$ cat src/rtl/dcache_line_mover_pkg.sv
// Shared D-cache miss-engine definitions: widths and FSM state encoding.
// Imported by dcache_line_mover.
package dcache_defs;

    localparam int INDEX_W  = 7;
    localparam int LINE_W   = 256;
    localparam int BEAT_W   = 32;
    localparam int BEATS    = LINE_W / BEAT_W;
    localparam int CNT_W    = 3;
    localparam int ADDR_W   = 32;
    localparam int OFFSET_W = 5;

    localparam logic [3:0] ST_IDLE    = 4'd0;
    localparam logic [3:0] ST_WB_RD   = 4'd1;
    localparam logic [3:0] ST_WB_REQ  = 4'd2;
    localparam logic [3:0] ST_WB_DATA = 4'd3;
    localparam logic [3:0] ST_WB_RESP = 4'd4;
    localparam logic [3:0] ST_RF_REQ  = 4'd5;
    localparam logic [3:0] ST_RF_DATA = 4'd6;
    localparam logic [3:0] ST_RF_WR   = 4'd7;
    localparam logic [3:0] ST_DONE    = 4'd8;

    typedef enum logic [3:0] {
        S_IDLE    = ST_IDLE,
        S_WB_RD   = ST_WB_RD,
        S_WB_REQ  = ST_WB_REQ,
        S_WB_DATA = ST_WB_DATA,
        S_WB_RESP = ST_WB_RESP,
        S_RF_REQ  = ST_RF_REQ,
        S_RF_DATA = ST_RF_DATA,
        S_RF_WR   = ST_RF_WR,
        S_DONE    = ST_DONE
    } state_t;

endpackage

$ cat src/rtl/dcache_line_mover.sv
// D-cache miss engine on BRAM port B: victim write-back and line refill.
// Optional early restart of the requested word: DCACHE_EARLY_RESTART_EN.
module dcache_line_mover
    import dcache_defs::*;
(
    input  logic               clk,
    input  logic               rst_n,
    input  logic               req_valid,
    output logic               req_ready,
    input  logic               req_dirty,
    input  logic [INDEX_W-1:0] req_index,
    input  logic [ADDR_W-1:0]  req_wb_addr,
    input  logic [ADDR_W-1:0]  req_rf_addr,
    input  logic [CNT_W-1:0]   req_word,
    output logic               busy,
    output logic               done,
    output logic [LINE_W-1:0]  line_out,
    output logic               early_valid,
    output logic [BEAT_W-1:0]  early_data,
    output logic [INDEX_W-1:0] bram_addr,
    output logic               bram_we,
    output logic [LINE_W-1:0]  bram_din,
    input  logic [LINE_W-1:0]  bram_dout,
    output logic               mrd_req,
    output logic [ADDR_W-1:0]  mrd_addr,
    input  logic               mrd_ack,
    input  logic               mrd_valid,
    input  logic [BEAT_W-1:0]  mrd_data,
    input  logic               mrd_last,
    output logic               mwr_req,
    output logic [ADDR_W-1:0]  mwr_addr,
    input  logic               mwr_ack,
    output logic               mwr_valid,
    output logic [BEAT_W-1:0]  mwr_data,
    output logic               mwr_last,
    input  logic               mwr_ready,
    input  logic               mwr_resp
);

    state_t                    state;
    logic [CNT_W-1:0]          cnt;
    logic [LINE_W-1:0]         buf_q;
    logic [LINE_W-1:0]         line_q;
    logic [INDEX_W-1:0]        idx_q;
    logic [ADDR_W-1:OFFSET_W]  wb_q;
    logic [ADDR_W-1:OFFSET_W]  rf_q;
    logic                      ready_q;
    logic                      busy_q;
    logic                      done_q;
    logic                      we_q;
    logic                      mrd_req_q;
    logic                      mwr_req_q;
    logic                      mwr_valid_q;
    logic                      last_beat;
    logic [2*OFFSET_W-1:0]     unused_lo;

    assign last_beat = (cnt == CNT_W'(BEATS - 1));
    assign unused_lo = {req_wb_addr[OFFSET_W-1:0], req_rf_addr[OFFSET_W-1:0]};

    // Address goes out in the accept cycle so the victim is on doutb during WB_RD.
    assign bram_addr = (state == S_IDLE && req_valid) ? req_index : idx_q;
    assign bram_we   = we_q;
    assign bram_din  = buf_q;
    assign line_out  = line_q;
    assign req_ready = ready_q;
    assign busy      = busy_q;
    assign done      = done_q;
    assign mrd_req   = mrd_req_q;
    assign mrd_addr  = {rf_q, {OFFSET_W{1'b0}}};
    assign mwr_req   = mwr_req_q;
    assign mwr_addr  = {wb_q, {OFFSET_W{1'b0}}};
    assign mwr_valid = mwr_valid_q;
    assign mwr_data  = mwr_valid_q ? buf_q[int'(cnt) * BEAT_W +: BEAT_W] : '0;
    assign mwr_last  = mwr_valid_q && last_beat;

    always_ff @(posedge clk or negedge rst_n) begin
        if (!rst_n) begin
            state       <= S_IDLE;
            cnt         <= '0;
            buf_q       <= '0;
            line_q      <= '0;
            idx_q       <= '0;
            wb_q        <= '0;
            rf_q        <= '0;
            ready_q     <= 1'b1;
            busy_q      <= 1'b0;
            done_q      <= 1'b0;
            we_q        <= 1'b0;
            mrd_req_q   <= 1'b0;
            mwr_req_q   <= 1'b0;
            mwr_valid_q <= 1'b0;
        end else begin
            done_q <= 1'b0;
            we_q   <= 1'b0;
            unique case (state)
                S_IDLE: begin
                    if (req_valid) begin
                        idx_q   <= req_index;
                        wb_q    <= req_wb_addr[ADDR_W-1:OFFSET_W];
                        rf_q    <= req_rf_addr[ADDR_W-1:OFFSET_W];
                        ready_q <= 1'b0;
                        busy_q  <= 1'b1;
                        if (req_dirty) begin
                            state <= S_WB_RD;
                        end else begin
                            state     <= S_RF_REQ;
                            mrd_req_q <= 1'b1;
                        end
                    end
                end
                S_WB_RD: begin
                    buf_q     <= bram_dout;
                    mwr_req_q <= 1'b1;
                    state     <= S_WB_REQ;
                end
                S_WB_REQ: begin
                    if (mwr_ack) begin
                        mwr_req_q   <= 1'b0;
                        mwr_valid_q <= 1'b1;
                        cnt         <= '0;
                        state       <= S_WB_DATA;
                    end
                end
                S_WB_DATA: begin
                    if (mwr_ready) begin
                        if (last_beat) begin
                            mwr_valid_q <= 1'b0;
                            cnt         <= '0;
                            state       <= S_WB_RESP;
                        end else begin
                            cnt <= cnt + 1'b1;
                        end
                    end
                end
                S_WB_RESP: begin
                    if (mwr_resp) begin
                        mrd_req_q <= 1'b1;
                        state     <= S_RF_REQ;
                    end
                end
                S_RF_REQ: begin
                    // Cleared buffer leaves missing words 0 on a short burst.
                    if (mrd_ack) begin
                        mrd_req_q <= 1'b0;
                        cnt       <= '0;
                        buf_q     <= '0;
                        state     <= S_RF_DATA;
                    end
                end
                S_RF_DATA: begin
                    if (mrd_valid) begin
                        buf_q[int'(cnt) * BEAT_W +: BEAT_W] <= mrd_data;
                        if (mrd_last || last_beat) begin
                            we_q  <= 1'b1;
                            state <= S_RF_WR;
                        end else begin
                            cnt <= cnt + 1'b1;
                        end
                    end
                end
                S_RF_WR: begin
                    line_q <= buf_q;
                    done_q <= 1'b1;
                    state  <= S_DONE;
                end
                S_DONE: begin
                    ready_q <= 1'b1;
                    busy_q  <= 1'b0;
                    state   <= S_IDLE;
                end
                default: state <= S_IDLE;
            endcase
        end
    end

`ifdef DCACHE_EARLY_RESTART_EN
    logic [CNT_W-1:0] word_q;

    always_ff @(posedge clk or negedge rst_n) begin
        if (!rst_n) begin
            word_q <= '0;
        end else if (state == S_IDLE && req_valid) begin
            word_q <= req_word;
        end
    end

    assign early_valid = (state == S_RF_DATA) && mrd_valid && (cnt == word_q);
    assign early_data  = early_valid ? mrd_data : '0;
`else
    logic [CNT_W-1:0] unused_word;

    assign unused_word = req_word;
    assign early_valid = 1'b0;
    assign early_data  = '0;
`endif

endmodule

$ cat config.mk
export PLATFORM = sky130hd
export DESIGN_NAME = dcache_line_mover
export DESIGN_NICKNAME = d
export VERILOG_FILES = /design/src/rtl/dcache_line_mover_pkg.sv /design/src/rtl/dcache_line_mover.sv
export SDC_FILE = /design/constraint.sdc
export NUM_CORES = 1
export LEC_CHECK = 0
export BUFFER_PORTS_ARGS = -buffer_cell sky130_fd_sc_hd__buf_2
export CAP_MARGIN = 15
export CORE_AREA = 4 4 397 399
export DETAILED_ROUTE_END_ITERATION = 16
export DIE_AREA = 0 0 401 403
export GPL_TIMING_DRIVEN = 0
export HOLD_SLACK_MARGIN = 0.08
export MAX_ROUTING_LAYER = met4
export PLACE_DENSITY = 0.47
export SLEW_MARGIN = 20
export SYNTH_ARGS = -nofsm -noshare
export SYNTH_HDL_FRONTEND = slang
export SYNTH_SLANG_ARGS = --single-unit
$ cat constraint.sdc
create_clock -name clk -period 5.6 [get_ports clk]
set_input_delay 0.56 -clock clk [delete_from_list [all_inputs] [get_ports clk]]
set_output_delay 0.56 -clock clk [all_outputs]
set_load 0.1 [all_outputs]
==> results.ini <==
[outcome]
outcome = complete, no violations

[synth]
synth-edff-count = 0
synthAdderAreaFrac_pct = 0.331
dominantRegCellSynth = dfrtp_1
syn_avg_cell_area_um2 = 10.8
yosys.area_share.simple_pct = 16.5
ys_types = 56
ys_seq_elements = 587
synth_top_family_by_area = simple AND/OR/NAND/NOR gates
yosysSeqAreaShare_pct = 55.6
synth-warning-count = 0
synth_area_um2 = 26400
postSynthCellCount = 2455
synth.area.mux_share_pct = 8.26
ys_async_sr_fraction_pct = 100
synth_xor_area_share_pct = 0
synth-compound-area-share_pct = 14.6

[finish]
area_delta_synth_final_pct = 44.7
fillers = 16800
utilization_pct = 24.9
multi_input_area_um2 = 10700
seq_area_um2 = 14700
nNetsFinal = 4060
layout-drive-gt1-share_pct = 37.2

[route]
ant_nets = 0
wl_per_cell_um = 32.5
drt-pass1-iter-count = 5
drc_errors = 0
drt-total-wl_um = 190000
viasPerCell = 4.52
dr.first_iter.drc_count = 2091
vias = 26400

[worst_setup_path]
critPathLaunchType = register
crit_fanout = 10
path_class = register to register
required_ns = 6.17
setup.worst_path.start = cnt[1]
arrival_ns = 5.40
r2r_start = cnt[1]
critPathCaptureType = register

[floorplan]
start_util_pct = 17.2
rows = 144
die_area_um2 = 162000
die_h_um = 403
coreArea_um2 = 154000
die_w_um = 401
io_pins = 1028

[cts]
clock-root-buffer = clkbuf_16
cts.clk_slew.worst_paths_ns = 0.06
clockBufferDepth = 3
numCtsBuffers = 77
insertion_delay_ns = 0.65
cts_sinks = 587
cts_tree = done
cts_resized = 0
htree_levels = 3

[global_routing]
grt_max_degree = 92
antenna_found_initial = 58
grt_usage_pct = 23.2
grt_pass1_wl_um = 249000
grt_overflow = 0
grt_pass1_vias = 26400

[hold_path]
hp-class = input pin to register
worstHoldStart = req_rf_addr[6]

[placement]
place_hpwl_um = 154000
port_buffers = 971
gp_congestion = 0.885

[timing]
slew_violations = 0
max_freq_mhz = 207
fin_crit_sh_pct = 86.3
worst_slew_pin_slew_ns = 1.14
slew_headroom_pct = 24.1
finalSetupViolCount = 0
min_period_ns = 4.83
clock_skew_ns = 0.0231
hold_violations = 0
rsz0062_at_grt = false

[job]
maxCapViolCount = 0

[placed cells by master, fill, tap and decap left out, types with 3 or more instances in the layout]
master         instances
buf_4                 54
a21boi_0              32
nor2b_1                4
ha_1                   7
buf_1                 20
dfrtp_1              586
conb_1                43
o2bb2ai_1            131
clkbuf_8              19
inv_1                  9
a22oi_1              128
a21o_1                 6
nand2_1              841
bufinv_16              4
clkbuf_16             79
mux2_2                65
o21ai_0                6
nand2b_1               8
nor3b_1                4
clkinvlp_4             4
and3_1               130
buf_2               1041
buf_16                 8
nor3_2                 4
clkinv_2              10
nand3_1                6
clkinv_4               3
dlygate4sd3_1        123
clkbuf_2               8
mux4_2                64
inv_6                  6
nor2_1                10
a21oi_1               11
diode_2               47
buf_8                  3
a221o_1              125
clkbuf_1             103
[worst max-delay path, cell delays in order, from the launching register on]
cell	delay, ns
dfrtp_1	0.37
buf_2	0.19
buf_2	0.58
buf_1	0.80
inv_1	0.17
ha_1	0.27
ha_1	0.31
nor2_1	0.13
nand4_1	0.17
nor2_1	0.86
buf_2	0.51
a22oi_1	0.20
o2bb2ai_1	0.17
[per-layer routing]
layer | routed length (um) | vias to the layer above | global-route usage (%) | share of wire [%]
met5 | 0 | - | - | 0
met2 | 95300 | 1394 | 39.8 | 50
li1 | - | 11200 | - | -
met1 | 74100 | 13500 | 27.0 | 39
met4 | 6530 | 0 | 7.05 | 3.4
met3 | 13800 | 230 | 5.64 | 7.3
[final timing paths]
path | end | cells after the start | slack (ns)
min in group asynchronous | wb_q[20] | 2 | 0.53
max in group asynchronous | line_out[39] | 4 | 3.53
min | rf_q[6] | 2 | 0.16
max reg2reg | bram_din[89] | 12 | 0.77
max | bram_din[89] | 12 | 0.77
min reg2reg | line_out[104] | 2 | 0.47
[timing repair]
action / in CTS / in global routing
buffers inserted: 0 / 0
hold buffers: 123 / 0
hold endpoints to repair: 201 / 0
[kinds of logic after synthesis]
kind of cell    count (synthesis)
compound gates                453
fa+ha+maj                       7
buf+inv                       252
flops                         587
mux                           130
other cells                     1
simple gates                 1025
[Yosys cell counts (all sizes together), types with 2 or more instances]
master | count | area [um2]
a221o | 125 | 1250
mux4 | 64 | 1440
nor2 | 11 | 43.8
mux2 | 65 | 732
a21boi | 32 | 240
buf | 145 | 836
dfrtp | 586 | 14700
a21oi | 12 | 63.8
o21ai | 9 | 48.8
nand3 | 6 | 30.0
o31ai | 3 | 27.5
nand2b | 8 | 50.1
nand2 | 843 | 3170
ha | 7 | 87.6
nor2b | 5 | 33.8
o2bb2ai | 131 | 1150
nor3 | 6 | 66.3
o211ai | 2 | 20.0
a21o | 6 | 45.0
inv | 9 | 33.8
a22oi | 128 | 961
nor3b | 4 | 30.0
nand4b | 2 | 32.5
or4 | 2 | 15.0
clkbuf | 97 | 369
nand4 | 2 | 18.8
and3 | 130 | 813
[through the flow]
step | instances | cell area (um2) | hold slack (ns) | worst slack (ns) | setup TNS (ns)
2_1_floorplan | 2497 | 26600 | 0.264 | 1.45 | 0
3_5_place_dp | 5523 | 34300 | 0.457 | 0.750 | 0
4_1_cts | 5787 | 38100 | 0.0800 | 0.701 | 0
5_1_grt | 5826 | 38200 | 0.0937 | 0.640 | 0
3_3_place_gp | 5512 | 34000 | 0.453 | -9.93 | -5718.86
6_report | 5834 | 38200 | 0.158 | 0.769 | 0
[state kept, by name, summed over array words and instances (netlist names)]
register and cells:
done 1, req_ready 1, cnt 3, wb_q 27, line_out 256, mwr_req 1, mrd_req 1, idx_q 7
bram_din 256, busy 1, rf_q 27, bram_we 1, mwr_valid 1, state 4
[final cells by class]
| cell class | count | area share [%] |
|---|---|---|
| antenna | 47 | 0.308 |
| buffer | 242 | 3.16 |
| clock buffer | 112 | 5.99 |
| clock inverter | 29 | 0.815 |
| inverter | 10 | 0.0981 |
| multi-input combinational | 1658 | 27.9 |
| sequential | 587 | 38.4 |
| tap | 2044 | 6.69 |
| timing repair buffer | 1105 | 16.6 |
Power is not shown: default switching activity piles up to over one toggle a cycle in this logic, so the estimate is an artifact.
